===== src/rtl/sa_cache_pkg.sv =====
// Shared types for the two-way set-associative cache: controller states and the
// tag-width derivation used by the top level and its way storage.
package sa_cache_pkg;

    typedef enum logic [2:0] {
        StIdle,
        StLookup,
        StWback,
        StRefill,
        StFlush
    } state_e;

    function automatic int unsigned tag_width(input int unsigned addr_w,
                                              input int unsigned index_w);
        return addr_w - index_w;
    endfunction

endpackage


===== src/rtl/sa_cache_if.sv =====
// CPU request/response, flush and memory request/acknowledge signals of sa_cache.
// slave is the cache side, master is the processor/RAM side.
interface sa_cache_if #(
    parameter int unsigned DATA_W = 8,
    parameter int unsigned ADDR_W = 8
) ();
    logic              cpu_valid;
    logic              cpu_ready;
    logic              cpu_we;
    logic [ADDR_W-1:0] cpu_addr;
    logic [DATA_W-1:0] cpu_wdata;
    logic              cpu_rvalid;
    logic [DATA_W-1:0] cpu_rdata;
    logic              flush_req;
    logic              flush_done;
    logic              mem_req;
    logic              mem_we;
    logic [ADDR_W-1:0] mem_addr;
    logic [DATA_W-1:0] mem_wdata;
    logic              mem_ack;
    logic [DATA_W-1:0] mem_rdata;

    modport slave (
        input  cpu_valid, cpu_we, cpu_addr, cpu_wdata, flush_req, mem_ack, mem_rdata,
        output cpu_ready, cpu_rvalid, cpu_rdata, flush_done, mem_req, mem_we, mem_addr,
               mem_wdata
    );

    modport master (
        output cpu_valid, cpu_we, cpu_addr, cpu_wdata, flush_req, mem_ack, mem_rdata,
        input  cpu_ready, cpu_rvalid, cpu_rdata, flush_done, mem_req, mem_we, mem_addr,
               mem_wdata
    );
endinterface


===== src/rtl/sa_cache_way.sv =====
// One way of the cache: valid/dirty/tag/data per set, asynchronous read and a
// single full-entry write port sharing the same set index.
module sa_cache_way #(
    parameter int unsigned DATA_W  = 8,
    parameter int unsigned INDEX_W = 4,
    parameter int unsigned TAG_W   = 4
) (
    input  logic               clk,
    input  logic               rst_n,
    input  logic [INDEX_W-1:0] idx_i,
    input  logic               we_i,
    input  logic               wr_valid_i,
    input  logic               wr_dirty_i,
    input  logic [TAG_W-1:0]   wr_tag_i,
    input  logic [DATA_W-1:0]  wr_data_i,
    output logic               rd_valid_o,
    output logic               rd_dirty_o,
    output logic [TAG_W-1:0]   rd_tag_o,
    output logic [DATA_W-1:0]  rd_data_o
);
    localparam int unsigned SETS = 1 << INDEX_W;

    logic [SETS-1:0]   valid_q, valid_d;
    logic [SETS-1:0]   dirty_q, dirty_d;
    logic [TAG_W-1:0]  tag_q  [SETS];
    logic [DATA_W-1:0] data_q [SETS];

    always_comb begin
        valid_d = valid_q;
        dirty_d = dirty_q;
        if (we_i) begin
            valid_d[idx_i] = wr_valid_i;
            dirty_d[idx_i] = wr_dirty_i;
        end
    end

    always_ff @(posedge clk or negedge rst_n) begin
        if (!rst_n) begin
            valid_q <= '0;
            dirty_q <= '0;
        end else begin
            valid_q <= valid_d;
            dirty_q <= dirty_d;
        end
    end

    // Tag and data storage carries no reset; valid gates its use.
    always_ff @(posedge clk) begin
        if (we_i) begin
            tag_q[idx_i]  <= wr_tag_i;
            data_q[idx_i] <= wr_data_i;
        end
    end

    assign rd_valid_o = valid_q[idx_i];
    assign rd_dirty_o = dirty_q[idx_i];
    assign rd_tag_o   = tag_q[idx_i];
    assign rd_data_o  = data_q[idx_i];
endmodule


===== src/rtl/sa_cache.sv =====
// Two-way set-associative write-back cache with LRU replacement, miss handling
// (write-back then refill) and a full flush of dirty lines.
module sa_cache
    import sa_cache_pkg::*;
#(
    parameter int unsigned DATA_W  = 8,
    parameter int unsigned ADDR_W  = 8,
    parameter int unsigned INDEX_W = 4
) (
    input logic       clk,
    input logic       rst_n,
    sa_cache_if.slave bus
);
    localparam int unsigned TAG_W = tag_width(ADDR_W, INDEX_W);
    localparam int unsigned SETS  = 1 << INDEX_W;

    state_e state_q, state_d;

    logic              req_we_q, req_we_d;
    logic [ADDR_W-1:0] req_addr_q, req_addr_d;
    logic [DATA_W-1:0] req_wdata_q, req_wdata_d;
    logic              victim_q, victim_d;
    logic [INDEX_W:0]  fcnt_q, fcnt_d;
    logic [SETS-1:0]   lru_q, lru_d;
    logic              cpu_rvalid_q, cpu_rvalid_d;
    logic [DATA_W-1:0] cpu_rdata_q, cpu_rdata_d;
    logic              flush_done_q, flush_done_d;
    logic              mem_req_q, mem_req_d;
    logic              mem_we_q, mem_we_d;
    logic [ADDR_W-1:0] mem_addr_q, mem_addr_d;
    logic [DATA_W-1:0] mem_wdata_q, mem_wdata_d;

    logic [INDEX_W-1:0] idx;
    logic [TAG_W-1:0]   req_tag;
    logic [1:0]         rd_valid, rd_dirty, way_we;
    logic [TAG_W-1:0]   rd_tag [2];
    logic [DATA_W-1:0]  rd_data [2];
    logic               wr_valid, wr_dirty;
    logic [TAG_W-1:0]   wr_tag;
    logic [DATA_W-1:0]  wr_data;
    logic               hit0, hit1, hit, hit_way, miss_victim, fway, wb_way;
    logic               ack, mem_phase, line_done, flush_last;

    assign idx        = (state_q == StFlush) ? fcnt_q[INDEX_W:1] : req_addr_q[INDEX_W-1:0];
    assign req_tag    = req_addr_q[ADDR_W-1:INDEX_W];
    assign hit0       = rd_valid[0] && (rd_tag[0] == req_tag);
    assign hit1       = rd_valid[1] && (rd_tag[1] == req_tag);
    assign hit        = hit0 || hit1;
    assign hit_way    = hit1;
    assign miss_victim = !rd_valid[0] ? 1'b0 : (!rd_valid[1] ? 1'b1 : lru_q[idx]);
    assign fway       = fcnt_q[0];
    assign wb_way     = (state_q == StFlush) ? fway : victim_q;
    // An ack only counts against a request the memory can actually see.
    assign ack        = bus.mem_ack && mem_req_q;
    assign mem_phase  = (state_q == StWback) || (state_q == StRefill) ||
                        ((state_q == StFlush) && rd_dirty[fway]);
    assign line_done  = !rd_dirty[fway] || ack;
    assign flush_last = (fcnt_q == {(INDEX_W + 1){1'b1}});

    for (genvar w = 0; w < 2; w++) begin : g_way
        sa_cache_way #(
            .DATA_W  (DATA_W),
            .INDEX_W (INDEX_W),
            .TAG_W   (TAG_W)
        ) u_way (
            .clk        (clk),
            .rst_n      (rst_n),
            .idx_i      (idx),
            .we_i       (way_we[w]),
            .wr_valid_i (wr_valid),
            .wr_dirty_i (wr_dirty),
            .wr_tag_i   (wr_tag),
            .wr_data_i  (wr_data),
            .rd_valid_o (rd_valid[w]),
            .rd_dirty_o (rd_dirty[w]),
            .rd_tag_o   (rd_tag[w]),
            .rd_data_o  (rd_data[w])
        );
    end

    always_ff @(posedge clk or negedge rst_n) begin
        if (!rst_n) state_q <= StIdle;
        else        state_q <= state_d;
    end

    always_comb begin
        state_d = state_q;
        unique case (state_q)
            StIdle:   if (bus.flush_req) state_d = StFlush;
                      else if (bus.cpu_valid) state_d = StLookup;
            StLookup: if (hit) state_d = StIdle;
                      else if (rd_valid[miss_victim] && rd_dirty[miss_victim]) state_d = StWback;
                      else state_d = StRefill;
            StWback:  if (ack) state_d = StRefill;
            StRefill: if (ack) state_d = StLookup;
            StFlush:  if (line_done && flush_last) state_d = StIdle;
            default:  state_d = StIdle;
        endcase
    end

    always_comb begin
        req_we_d     = req_we_q;
        req_addr_d   = req_addr_q;
        req_wdata_d  = req_wdata_q;
        victim_d     = victim_q;
        fcnt_d       = fcnt_q;
        lru_d        = lru_q;
        cpu_rvalid_d = 1'b0;
        cpu_rdata_d  = cpu_rdata_q;
        flush_done_d = 1'b0;
        way_we       = 2'b00;
        wr_valid     = 1'b1;
        wr_dirty     = 1'b0;
        wr_tag       = rd_tag[wb_way];
        wr_data      = rd_data[wb_way];
        mem_req_d    = mem_phase && !ack;
        mem_we_d     = mem_we_q;
        mem_addr_d   = mem_addr_q;
        mem_wdata_d  = mem_wdata_q;
        // Memory address/data are captured once as the request rises and held after.
        if (mem_req_d && !mem_req_q) begin
            if (state_q == StRefill) begin
                mem_we_d   = 1'b0;
                mem_addr_d = req_addr_q;
            end else begin
                mem_we_d    = 1'b1;
                mem_addr_d  = {rd_tag[wb_way], idx};
                mem_wdata_d = rd_data[wb_way];
            end
        end
        unique case (state_q)
            StIdle: begin
                if (bus.flush_req) begin
                    fcnt_d = '0;
                end else if (bus.cpu_valid) begin
                    req_we_d    = bus.cpu_we;
                    req_addr_d  = bus.cpu_addr;
                    req_wdata_d = bus.cpu_wdata;
                end
            end
            StLookup: begin
                if (hit) begin
                    way_we[hit_way] = req_we_q;
                    wr_dirty        = 1'b1;
                    wr_tag          = req_tag;
                    wr_data         = req_wdata_q;
                    if (!req_we_q) cpu_rdata_d = rd_data[hit_way];
                    lru_d[idx]      = ~hit_way;
                    cpu_rvalid_d    = 1'b1;
                end else begin
                    victim_d = miss_victim;
                end
            end
            StWback: way_we[victim_q] = ack;
            StRefill: begin
                way_we[victim_q] = ack;
                wr_tag           = req_tag;
                wr_data          = bus.mem_rdata;
            end
            StFlush: begin
                if (line_done) begin
                    way_we[fway] = 1'b1;
                    wr_valid     = 1'b0;
                    fcnt_d       = fcnt_q + 1'b1;
                    if (flush_last) begin
                        lru_d        = '0;
                        flush_done_d = 1'b1;
                    end
                end
            end
            default: ;
        endcase
    end

    always_ff @(posedge clk or negedge rst_n) begin
        if (!rst_n) begin
            req_we_q     <= 1'b0;
            req_addr_q   <= '0;
            req_wdata_q  <= '0;
            victim_q     <= 1'b0;
            fcnt_q       <= '0;
            lru_q        <= '0;
            cpu_rvalid_q <= 1'b0;
            cpu_rdata_q  <= '0;
            flush_done_q <= 1'b0;
            mem_req_q    <= 1'b0;
            mem_we_q     <= 1'b0;
            mem_addr_q   <= '0;
            mem_wdata_q  <= '0;
        end else begin
            req_we_q     <= req_we_d;
            req_addr_q   <= req_addr_d;
            req_wdata_q  <= req_wdata_d;
            victim_q     <= victim_d;
            fcnt_q       <= fcnt_d;
            lru_q        <= lru_d;
            cpu_rvalid_q <= cpu_rvalid_d;
            cpu_rdata_q  <= cpu_rdata_d;
            flush_done_q <= flush_done_d;
            mem_req_q    <= mem_req_d;
            mem_we_q     <= mem_we_d;
            mem_addr_q   <= mem_addr_d;
            mem_wdata_q  <= mem_wdata_d;
        end
    end

    assign bus.cpu_ready  = (state_q == StIdle) && !bus.flush_req;
    assign bus.cpu_rvalid = cpu_rvalid_q;
    assign bus.cpu_rdata  = cpu_rdata_q;
    assign bus.flush_done = flush_done_q;
    assign bus.mem_req    = mem_req_q;
    assign bus.mem_we     = mem_we_q;
    assign bus.mem_addr   = mem_addr_q;
    assign bus.mem_wdata  = mem_wdata_q;
endmodule


===== src/flat_wrapper.sv =====
// flat-port wrapper written by rule: the top's interface ports become plain ports
module sa_cache_flat import sa_cache_pkg::*;
#(
    parameter int unsigned DATA_W  = 8,
    parameter int unsigned ADDR_W  = 8,
    parameter int unsigned INDEX_W = 4
)
  (clk, rst_n, bus_cpu_valid, bus_cpu_we, bus_cpu_addr, bus_cpu_wdata, bus_flush_req, bus_mem_ack, bus_mem_rdata, bus_cpu_ready, bus_cpu_rvalid, bus_cpu_rdata, bus_flush_done, bus_mem_req, bus_mem_we, bus_mem_addr, bus_mem_wdata);
  sa_cache_if #(.DATA_W(DATA_W), .ADDR_W(ADDR_W)) bus_i ();
  input logic clk;
  input logic rst_n;
  input wire logic [$bits(bus_i.cpu_valid)-1:0] bus_cpu_valid;
  input wire logic [$bits(bus_i.cpu_we)-1:0] bus_cpu_we;
  input wire logic [$bits(bus_i.cpu_addr)-1:0] bus_cpu_addr;
  input wire logic [$bits(bus_i.cpu_wdata)-1:0] bus_cpu_wdata;
  input wire logic [$bits(bus_i.flush_req)-1:0] bus_flush_req;
  input wire logic [$bits(bus_i.mem_ack)-1:0] bus_mem_ack;
  input wire logic [$bits(bus_i.mem_rdata)-1:0] bus_mem_rdata;
  output wire logic [$bits(bus_i.cpu_ready)-1:0] bus_cpu_ready;
  output wire logic [$bits(bus_i.cpu_rvalid)-1:0] bus_cpu_rvalid;
  output wire logic [$bits(bus_i.cpu_rdata)-1:0] bus_cpu_rdata;
  output wire logic [$bits(bus_i.flush_done)-1:0] bus_flush_done;
  output wire logic [$bits(bus_i.mem_req)-1:0] bus_mem_req;
  output wire logic [$bits(bus_i.mem_we)-1:0] bus_mem_we;
  output wire logic [$bits(bus_i.mem_addr)-1:0] bus_mem_addr;
  output wire logic [$bits(bus_i.mem_wdata)-1:0] bus_mem_wdata;
  assign bus_i.cpu_valid = bus_cpu_valid;
  assign bus_i.cpu_we = bus_cpu_we;
  assign bus_i.cpu_addr = bus_cpu_addr;
  assign bus_i.cpu_wdata = bus_cpu_wdata;
  assign bus_i.flush_req = bus_flush_req;
  assign bus_i.mem_ack = bus_mem_ack;
  assign bus_i.mem_rdata = bus_mem_rdata;
  assign bus_cpu_ready = bus_i.cpu_ready;
  assign bus_cpu_rvalid = bus_i.cpu_rvalid;
  assign bus_cpu_rdata = bus_i.cpu_rdata;
  assign bus_flush_done = bus_i.flush_done;
  assign bus_mem_req = bus_i.mem_req;
  assign bus_mem_we = bus_i.mem_we;
  assign bus_mem_addr = bus_i.mem_addr;
  assign bus_mem_wdata = bus_i.mem_wdata;
  sa_cache #(.DATA_W(DATA_W), .ADDR_W(ADDR_W), .INDEX_W(INDEX_W)) u_core (.clk(clk), .rst_n(rst_n), .bus(bus_i));
endmodule

===== config.mk =====
export PLATFORM = sky130hd
export DESIGN_NAME = sa_cache_flat
export DESIGN_NICKNAME = d
export VERILOG_FILES = /design/src/rtl/sa_cache_pkg.sv /design/src/rtl/sa_cache_if.sv /design/src/rtl/sa_cache_way.sv /design/src/rtl/sa_cache.sv /design/src/flat_wrapper.sv
export SDC_FILE = /design/constraint.sdc
export NUM_CORES = 1
export LEC_CHECK = 0
export BUFFER_PORTS_ARGS = -buffer_cell sky130_fd_sc_hd__buf_2
export CAP_MARGIN = 0
export CORE_MARGIN = 10
export CORE_UTILIZATION = 45
export CTS_CLUSTER_SIZE = 24
export DETAILED_ROUTE_END_ITERATION = 16
export PLACE_DENSITY = 0.65
export SLEW_MARGIN = 40
export SYNTH_ARGS = -nofsm -noshare
export SYNTH_HDL_FRONTEND = slang
export SYNTH_SLANG_ARGS = --single-unit
export TNS_END_PERCENT = 5

===== constraint.sdc =====
create_clock -name clk -period 8.19 [get_ports clk]
set_clock_uncertainty 0.2 [all_clocks]
set_input_delay 0.819 -clock clk [delete_from_list [all_inputs] [get_ports clk]]
set_output_delay 0.819 -clock clk [all_outputs]
set_load 0.05 [all_outputs]

==> results.py, run 1 <==
metrics = {
    "outcome": {
        "status": "finished, final reports clean",
    },
    "timing": {
        "max_freq_mhz": 156.9,
        "setup_violations": 0,
        "hold_viol": 0,
        "tns_ns": 0,
        "drv_slew": 0,
        "slew_headroom": 0.4475,
        "fin_crit_sh": 0.7781,
        "tightest_slew_ns": 0.8241,
        "layout_min_cycle_time_ns": 6.373,
        "rsz0062_at_grt": "false",
    },
    "global_routing": {
        "grt_use_total": 0.2246,
        "antenna_found_initial": 2,
        "grt_pass1_wl_um": 106500,
        "grt_pass1_vias": 16080,
        "grt.overflow.total": 0,
        "grt_max_degree": 77,
    },
    "detailed_routing": {
        "wirelength_um": 71860,
        "ant_nets": 0,
        "wl_per_cell_um": 27.21,
        "drt_first_pass_iters": 6,
        "routed_via_density": 6.264,
        "vias": 16540,
        "drt_iter0_markers": 1855,
        "drcViolationCount": 0,
    },
    "job": {
        "drv_cap": 0,
    },
    "critical_path": {
        "crit_path_top_delay_cell": "buf_4",
        "required_ns": 8.47,
        "crit_type": "register to register",
        "worstPathMaxFanout": 71,
        "path_common_cell": "buf_4",
        "startpoint_type": "register",
        "crit_path_cell_trace": "or3b_4 -> a21o_4 -> buf_4 -> mux4_2 -> a22oi_1 -> nand2_1 -> mux2i_1 -> o2111ai_4 -> or3b_1 -> buf_4 -> a21oi_4 -> mux2_1",
        "cp.arrival_ns": 6.66,
        "max_stage_delay_ns": 0.76,
        "endpoint_kind": "register",
    },
    "synthesis": {
        "syn_area_um2": 23760,
        "seq_area_frac_synth": 0.6265,
        "ys.flop_type": "edfxtp_1",
        "avgSynthCellArea_um2": 12.53,
        "synthArstFlopShare": 0.2587,
        "synth_cells": 1896,
        "synth-seq-cells": 518,
        "synth_nets": 1928,
        "synth_cell_types": 78,
        "synth_edf_count": 384,
        "yosys_warnings": 0,
    },
    "min_path": {
        "hold_path_class": "primary input to asynchronous set/reset pin",
    },
    "placed_design": {
        "dp_hpwl_um": 46430,
        "gp_congestion": 0.9731,
        "port_buffers": 58,
    },
    "floorplanning": {
        "die_w_um": 249.8,
        "io_pins": 59,
        "num_rows": 84,
        "die_h_um": 249.8,
        "die_area_um2": 62390,
        "start_util": 0.4530,
        "core_area_um2": 52450,
    },
    "layout": {
        "final_cell_mix": "edfxtp_1 (384), nand2_1 (372), nand3_1 (179)",
        "drive_above_1_share": 0.1792,
        "nets": 1942,
        "nFillCells": 4430,
        "layout_commonest_cell": "edfxtp_1",
        "diodes": 0,
        "area_growth_pct": 11.98,
    },
    "clocking": {
        "numCtsBuffers": 52,
        "cts_tree": "built",
        "cts.hold.buffers_added": 0,
        "path_clk_slew_ns": 0.07,
        "h-tree-depth": 2,
        "clockBufferDepth": 3,
        "cts_sinks": 518,
        "cts_setup_buffers": 0,
        "cts_resized": 0,
        "cts-root-buf": "clkbuf_16",
        "worstSkewPairLatency_ns": 0.61,
    },
}
## cells by family (layout without fill, tap and decap cells)
| family | Yosys count | after routing | share of synthesized area |
|---|---|---|---|
| AO/OA/AOI/OAI | 296 | 296 | 0.09374 |
| XOR/XNOR | 8 | 8 | 0.003265 |
| adder cells (fa/ha/maj) | 2 | 2 | 0.001053 |
| buffers and inverters | 175 | 232 | 0.03213 |
| flip-flops | 518 | 518 | 0.6265 |
| multiplexers | 196 | 196 | 0.1093 |
| AND/OR/NAND/NOR | 701 | 701 | 0.1340 |
## metal layers
layer | vias to the layer above | wire (um) | track usage
met2 | 893 | 33490 | 0.3527
met5 | - | 0 | 0
met4 | 0 | 3728 | 0.1119
li1 | 7134 | - | -
met1 | 8317 | 27960 | 0.2896
met3 | 200 | 6676 | 0.04932
## synthesized netlist by cell type, types with 4 or more instances
| cell | number | area, um2 |
|---|---|---|
| nor3_1 | 12 | 60.06 |
| or4_1 | 4 | 30.03 |
| a221oi_1 | 4 | 35.03 |
| a21oi_4 | 10 | 162.7 |
| buf_4 | 5 | 37.54 |
| o211a_1 | 4 | 40.04 |
| buf_1 | 13 | 48.80 |
| a21oi_2 | 4 | 35.03 |
| buf_6 | 6 | 67.56 |
| a31oi_1 | 35 | 219.0 |
| and2b_1 | 10 | 75.07 |
| o31ai_1 | 6 | 45.04 |
| a2111oi_0 | 8 | 70.07 |
| nor2b_1 | 17 | 106.4 |
| and3_1 | 24 | 150.1 |
| clkbuf_1 | 90 | 337.8 |
| a211oi_1 | 31 | 232.7 |
| mux2_1 | 13 | 146.4 |
| xnor2_1 | 4 | 35.03 |
| inv_1 | 35 | 131.4 |
| mux2i_1 | 66 | 660.6 |
| and2_1 | 4 | 25.02 |
| edfxtp_1 | 384 | 11530 |
| nor2_1 | 46 | 172.7 |
| o21ai_0 | 52 | 260.3 |
| nand2_1 | 374 | 1404 |
| dfrtp_1 | 134 | 3353 |
| a21oi_1 | 33 | 165.2 |
| o22ai_1 | 9 | 56.30 |
| nand3_1 | 179 | 895.9 |
| nand2b_1 | 7 | 43.79 |
| o211ai_1 | 18 | 135.1 |
| a311oi_1 | 43 | 376.6 |
| mux2_2 | 75 | 844.6 |
| mux4_2 | 42 | 945.9 |
| buf_2 | 25 | 125.1 |
| o221a_2 | 8 | 90.09 |
## worst max-delay path: cells and delay by family (launching register included)
kind                   cells  cell delay (ns)
AOI/OAI and AO/OA          4             1.69
and+or+nand+nor            3             1.42
buffers and inverters      2             1.12
muxes                      3             1.04
DFF                        1             0.72
## final timing paths
kind	endpoint	cells past startpoint	startpoint	slack, ns
setup / recovery	u_core.g_way[0].u_way.valid_q[6]$_DFFE_PN0P_	12	u_core.state_q[1]$_DFFE_PN0P_	1.82
hold / removal	u_core.bus.cpu_rvalid$_DFF_PN0_	1	rst_n	0.06
setup reg to reg	u_core.g_way[0].u_way.valid_q[6]$_DFFE_PN0P_	12	u_core.state_q[1]$_DFFE_PN0P_	1.82
hold reg to reg	u_core.g_way[0].u_way.valid_q[3]$_DFFE_PN0P_	1	u_core.g_way[0].u_way.valid_q[3]$_DFFE_PN0P_	0.30
max in group asynchronous	u_core.g_way[1].u_way.dirty_q[8]$_DFFE_PN0P_	2	rst_n	6.70
min in group clk	u_core.req_wdata_q[1]$_DFFE_PN0P_	2	bus_cpu_wdata[1]	0.24
## state kept, by name (all words and copies together) (netlist names), 3 cells and up
register	cells
u_core.bus.cpu_rdata	8
u_core.bus.mem_addr	8
u_core.bus.mem_wdata	8
u_core.fcnt_q	5
u_core.g_way.u_way.data_q	256
u_core.g_way.u_way.dirty_q	32
u_core.g_way.u_way.tag_q	128
u_core.g_way.u_way.valid_q	32
u_core.lru_q	16
u_core.req_addr_q	8
u_core.req_wdata_q	8
u_core.state_q	3
## per-stage QoR
step	worst slack [ns]	hold slack, ns	utilization	cell area (um2)	cells
detailed placement	1.947	0.2948	0.4729	24800	2544
global placement	1.866	0.2846	0.4702	24660	2541
floorplan	3.646	0.2697	-	23760	1896
global route	1.508	0.1040	0.5073	26600	2641
finish	1.817	0.05875	0.5073	26600	2641
CTS	1.922	0.09288	0.5067	26570	2641
## cell type report
type | instances | area (um2) | share of cell area
well taps | 688 | 860.8 | 0.03236
repair buffers | 100 | 640.6 | 0.02408
multi-input cells | 1203 | 8310 | 0.3124
clock buffers | 61 | 1398 | 0.05253
inverters | 35 | 131.4 | 0.004938
clock inverters | 36 | 375.4 | 0.01411
flip-flops and latches | 518 | 14890 | 0.5596
Power of run 1 is left out: the tool's default activity adds up to more than one toggle a clock period on the data nets, which glitch-free logic cannot reach.
==> inputs of run 2 (changes only) <==
--- a/config.mk
+++ b/config.mk
@@ -11,7 +11,7 @@
 export CORE_UTILIZATION = 45
 export CTS_CLUSTER_SIZE = 24
 export DETAILED_ROUTE_END_ITERATION = 16
-export PLACE_DENSITY = 0.65
+export PLACE_DENSITY = 0.67
 export SLEW_MARGIN = 40
 export SYNTH_ARGS = -nofsm -noshare
 export SYNTH_HDL_FRONTEND = slang
==> constraint.sdc (replaced) <==
create_clock -name clk -period 5.85 [get_ports clk]
set_clock_uncertainty 0.2 [all_clocks]
set_input_delay 0.585 -clock clk [delete_from_list [all_inputs] [get_ports clk]]
set_output_delay 0.585 -clock clk [all_outputs]
set_load 0.05 [all_outputs]
==> run 2 against run 1 <==
Effect of this change:
- sequential cell count is the same
- utilization grew 1.4 points
- hold slack lost 0.037 ns
- routed wire length barely moved
- via count rose by 2.1%
- critical path depth shrank 1
- maximum frequency grew 19%
- final cell count is 3.1% higher
- cell area grew 2.8%
- sequential share of layout area decreased by 1.5 points
- first-iteration DRC count increased by 16%
- critical endpoint is now u_core.g_way[0].u_way.data_q[9][3]$_DFFE_PP_
- largest cell class unchanged
- highest routed layer unchanged
==> results.py, run 2 (synthesis gave the netlist of run 1 again) <==
metrics = {
    "outcome": {
        "status": "finished, final reports clean",
    },
    "clocking": {
        "cts_sinks": 518,
        "path_clk_slew_ns": 0.06,
        "h-tree-depth": 2,
        "numCtsBuffers": 51,
        "worstSkewPairLatency_ns": 0.62,
        "cts_resized": 0,
        "clockBufferDepth": 3,
        "cts-root-buf": "clkbuf_16",
        "cts_setup_buffers": 0,
        "cts_tree": "built",
    },
    "timing": {
        "drv_slew": 0,
        "holdWs_ns": 0.02188,
        "hold_viol": 0,
        "rsz0062_at_grt": "false",
        "slew_headroom": 0.4163,
        "tightest_slew_ns": 0.8755,
        "layout_min_cycle_time_ns": 5.376,
        "setup_violations": 0,
        "tns_ns": 0,
        "fin_crit_sh": 0.9189,
        "max_freq_mhz": 186.0,
    },
    "layout": {
        "design_area_um2": 27340,
        "layout_commonest_cell": "edfxtp_1",
        "final_cell_mix": "edfxtp_1 (384), nand2_1 (373), nand3_1 (179)",
        "largest_reg_flops": 256,
        "nFillCells": 4321,
        "drive_above_1_share": 0.2044,
        "area_growth_pct": 15.08,
        "nets": 2024,
        "top_register": "u_core.g_way.u_way.data_q",
        "reg_top3": "u_core.g_way.u_way.data_q: 256 flops, u_core.g_way.u_way.tag_q: 128 flops",
    },
    "critical_path": {
        "crit_type": "register to register",
        "endpoint_kind": "register",
        "critPathLaunch": "u_core.state_q[2]$_DFFE_PN0P_",
        "crit_path_cell_trace": "or3b_4 -> a21oi_4 -> buf_4 -> nand2_1 -> and3_1 -> a311oi_1 -> a311oi_1 -> a31oi_1 -> mux2i_1 -> mux2i_1 -> o221a_2",
        "max_stage_delay_ns": 0.75,
        "crit_buf_inv": 1,
        "regToRegStartpoint": "u_core.state_q[2]$_DFFE_PN0P_",
        "worstRegToRegCells": 11,
        "startpoint_type": "register",
        "crit_path_top_delay_cell": "a21oi_4",
        "worstPathMaxFanout": 40,
        "reg2reg_to": "u_core.g_way[0].u_way.data_q[9][3]$_DFFE_PP_",
        "r2r_setup_slack_ns": 0.47,
        "required_ns": 5.96,
        "cpLargestDelayFamily": "compound AO/OA/AOI/OAI gates",
        "cp.arrival_ns": 5.48,
    },
    "placed_design": {
        "dpl_cell_area_um2": 25390,
        "gp_congestion": 0.9851,
        "port_buffers": 58,
        "dp_hpwl_um": 47560,
    },
    "detailed_routing": {
        "wl_met2_um": 33890,
        "drt_first_pass_iters": 6,
        "routed_via_density": 6.200,
        "wl_per_cell_um": 26.38,
        "route.met3.wl_um": 6552,
        "wl_met1_um": 28180,
        "wirelength_um": 71850,
        "vias": 16890,
        "top_layer_used": "met4",
        "drcViolationCount": 0,
        "drt_iter0_markers": 2154,
        "ant_nets": 0,
    },
    "floorplanning": {
        "die_area_um2": 62390,
        "core_area_um2": 52450,
        "io_pins": 59,
        "die_w_um": 249.8,
        "start_util": 0.4530,
        "die_h_um": 249.8,
        "num_rows": 84,
    },
    "global_routing": {
        "grt_pass1_wl_um": 107000,
        "grt_max_degree": 87,
        "grt_pass1_vias": 16400,
        "antenna_found_initial": 0,
        "grt_use_total": 0.2239,
        "grt.overflow.total": 0,
    },
    "job": {
        "drv_cap": 0,
    },
    "min_path": {
        "hold_start": "bus_cpu_we",
        "hold-path-cell-count": 2,
        "hold_path_end": "u_core.req_we_q$_DFFE_PN0P_",
        "hold_path_class": "primary input to register",
    },
}
-- run 2: metal layers --
layer  GRT usage  vias to the layer above
li1            -                     7299
met1      0.2947                     8464
met2      0.3547                      933
met5           0                        -
met3     0.04435                      192
met4     0.09714                        0
-- run 2: how the worst max path moves through the flow --
stage	cells after the start	slack (ns)	to
after detailed placement	11	0.56	u_core.g_way[1].u_way.data_q[8][3]$_DFFE_PP_
after CTS	11	0.54	u_core.g_way[0].u_way.data_q[9][3]$_DFFE_PP_
final	11	0.47	u_core.g_way[0].u_way.data_q[9][3]$_DFFE_PP_
after floorplan	13	1.31	u_core.g_way[0].u_way.valid_q[0]$_DFFE_PN0P_
after global placement	11	0.67	u_core.g_way[1].u_way.data_q[6][3]$_DFFE_PP_
after global routing	11	0.28	u_core.g_way[0].u_way.data_q[9][3]$_DFFE_PP_
-- run 2: area by class of cell --
class / instances / area [um2] / share of cell area
multi-input cells: 1203 / 8200 / 0.2999
inverters: 35 / 131.4 / 0.004805
clock inverters: 33 / 456.7 / 0.01670
diodes: 1 / 2.502 / 0.00009152
flip-flops and latches: 518 / 14890 / 0.5445
well taps: 688 / 860.8 / 0.03148
repair buffers: 183 / 1450 / 0.05304
clock buffers: 63 / 1353 / 0.04947
-- run 2: what timing repair did --
| item | in CTS | in global routing |
|---|---|---|
| hold buffers | 13 | 0 |
| setup endpoints to repair | 0 | 0 |
| hold endpoints to repair | 97 | 0 |
-- run 2: per-stage QoR --
step,instances,utilization,worst slack (ns)
3_3_place_gp,2614,0.4840,0.6723
5_1_grt,2723,0.5213,0.2801
6_report,2724,0.5213,0.4743
3_5_place_dp,2614,0.4841,0.5568
2_1_floorplan,1896,-,1.306
4_1_cts,2723,0.5211,0.5393
-- run 2: worst register-to-register path, cell delays in order (launching register included) --
cell and delay (ns):
dfrtp_1 0.61, or3b_4 0.62, a21oi_4 0.75, buf_4 0.57
nand2_1 0.13, and3_1 0.19, a311oi_1 0.27, a311oi_1 0.09
a31oi_1 0.33, mux2i_1 0.34, mux2i_1 0.24, o221a_2 0.70
Power of run 2 is left out for the same reason.
==> inputs of run 3 (changes only) <==
--- a/config.mk
+++ b/config.mk
@@ -8,10 +8,10 @@
 export BUFFER_PORTS_ARGS = -buffer_cell sky130_fd_sc_hd__buf_2
 export CAP_MARGIN = 0
 export CORE_MARGIN = 10
-export CORE_UTILIZATION = 45
+export CORE_UTILIZATION = 57
 export CTS_CLUSTER_SIZE = 24
 export DETAILED_ROUTE_END_ITERATION = 16
-export PLACE_DENSITY = 0.67
+export PLACE_DENSITY = 0.81
 export SLEW_MARGIN = 40
 export SYNTH_ARGS = -nofsm -noshare
 export SYNTH_HDL_FRONTEND = slang
==> run 3 against run 2 <==
Effect of this change:
- global-route usage rose by 4.8 points
- setup slack got worse by 0.021 ns
- die area fell by 19%
- hold slack got worse by 0.013 ns
- cell area fell by 1.2%
- final cell count fell by 6.7%
- maximum frequency fell by 0.39%
- routed wire length fell by 3.5%
- sequential share of layout area rose by 0.67 points
- critical path depth rose by 1
- highest routed layer is now met5
==> results.py, run 3 (synthesis gave the netlist of run 1 again) <==
metrics = {
    "outcome": {
        "status": "finished, final reports clean",
    },
    "clocking": {
        "cts-root-buf": "clkbuf_16",
        "path_clk_slew_ns": 0.06,
        "h-tree-depth": 2,
        "cts_sinks": 518,
        "clockBufferDepth": 3,
        "cts_tree": "built",
        "numCtsBuffers": 52,
        "cts_resized": 0,
        "worstSkewPairLatency_ns": 0.63,
    },
    "critical_path": {
        "max_stage_delay_ns": 0.69,
        "required_ns": 5.98,
        "crit_type": "register to register",
        "regToRegStartpoint": "u_core.state_q[2]$_DFFE_PN0P_",
        "r2r_setup_slack_ns": 0.45,
        "crit_path_top_delay_cell": "or3b_4",
        "critPathLaunch": "u_core.state_q[2]$_DFFE_PN0P_",
        "crit_path_cell_trace": "or3b_4 -> a21o_4 -> buf_4 -> a211oi_1 -> a311oi_1 -> a311oi_1 -> a211oi_1 -> o211ai_2 -> or3b_1 -> buf_12 -> a21oi_1 -> buf_4",
        "startpoint_type": "register",
        "cp.arrival_ns": 5.53,
        "worstRegToRegCells": 12,
        "worstPathMaxFanout": 40,
        "endpoint_kind": "register",
    },
    "min_path": {
        "hold_start": "bus_cpu_addr[2]",
        "hold-path-cell-count": 2,
        "hold_path_class": "primary input to register",
    },
    "placed_design": {
        "port_buffers": 58,
        "gp_congestion": 0.9784,
        "place_inst": 2429,
        "dp_hpwl_um": 45420,
        "dpl_cell_area_um2": 25100,
    },
    "timing": {
        "slew_headroom": 0.4359,
        "holdWs_ns": 0.008780,
        "layout_min_cycle_time_ns": 5.397,
        "tightest_slew_ns": 0.8430,
        "max_freq_mhz": 185.3,
        "tns_ns": 0,
        "fin_crit_sh": 0.9225,
        "rsz0062_at_grt": "false",
        "hold_viol": 0,
        "setup_violations": 0,
        "drv_slew": 0,
    },
    "global_routing": {
        "grt_use_total": 0.2723,
        "grt_pass1_wl_um": 103900,
        "grt_max_degree": 120,
        "grt_pass1_vias": 16540,
        "antenna_found_initial": 3,
        "grt.overflow.total": 0,
    },
    "detailed_routing": {
        "drt_iter0_markers": 2949,
        "wirelength_um": 69350,
        "ant_nets": 0,
        "routed_via_density": 6.695,
        "wl_per_cell_um": 27.29,
        "drt_first_pass_iters": 6,
        "vias": 17010,
        "drcViolationCount": 0,
    },
    "floorplanning": {
        "start_util": 0.5792,
        "die_h_um": 224.2,
        "num_rows": 74,
        "die_area_um2": 50250,
        "die_w_um": 224.2,
        "io_pins": 59,
        "core_area_um2": 41020,
    },
    "layout": {
        "design_area_um2": 27010,
        "largest_reg_flops": 256,
        "nets": 1996,
        "layout_commonest_cell": "edfxtp_1",
        "area_growth_pct": 13.68,
        "final_cell_mix": "edfxtp_1 (384), nand2_1 (372), nand3_1 (179)",
        "drive_above_1_share": 0.1927,
        "reg_top3": "u_core.g_way.u_way.data_q: 256 flops, u_core.g_way.u_way.tag_q: 128 flops",
        "instances_no_fill": 2541,
        "top_register": "u_core.g_way.u_way.data_q",
    },
    "job": {
        "drv_cap": 0,
    },
}
## run 3: cell types whose count changed in the layout (fill, tap and decap cells not counted), sizes merged
cell,before,now
dlygate4sd3,13,12
buf,170,142
clkbuf,63,70
bufinv,10,5
clkinvlp,1,3
clkinv,21,19
## run 3: worst paths after layout
path,endpoint
max,u_core.g_way[0].u_way.data_q[15][6]$_DFFE_PP_
max reg2reg,u_core.g_way[0].u_way.data_q[15][6]$_DFFE_PP_
min in group asynchronous,u_core.g_way[0].u_way.valid_q[7]$_DFFE_PN0P_
min,u_core.req_addr_q[2]$_DFFE_PN0P_
min reg2reg,u_core.bus.cpu_rdata[0]$_DFFE_PN0P_
max in group asynchronous,u_core.req_wdata_q[1]$_DFFE_PN0P_
## run 3: final cells by class
cell class	count	area, um2
antenna	1	2.502
tap	532	665.6
fill	2827	14010
clock buffer	70	1420
clock inverter	28	324.1
inverter	35	131.4
timing repair buffer	154	1339
multi-input combinational	1203	8238
sequential	518	14890
## run 3: stage by stage
stage	util	worst slack [ns]
after detailed placement	0.6119	0.4800
after CTS	0.6573	0.4688
after global routing	0.6584	0.2680
final	0.6584	0.4534
after floorplan	-	1.306
after global placement	0.6110	0.6538
## run 3: layer usage
metal	global-route usage	share of wire
met1	0.3604	0.37
met5	0	0.00019
met4	0.1362	0.049
met3	0.04730	0.11
met2	0.4296	0.47
## run 3: timing repair
item,in CTS,in global routing
endpoints found under the hold margin,80,0
hold buffers,12,0
buffers inserted,0,0
## run 3: worst max-delay path: cells and delay by family, from the launching register on
family / cells / cell delay (ns)
AO/OA/AOI/OAI: 7 / 2.28
buffers and inverters: 3 / 0.83
flip-flops: 1 / 0.59
AND/OR/NAND/NOR: 2 / 1.15
Power of run 3 is left out for the same reason.
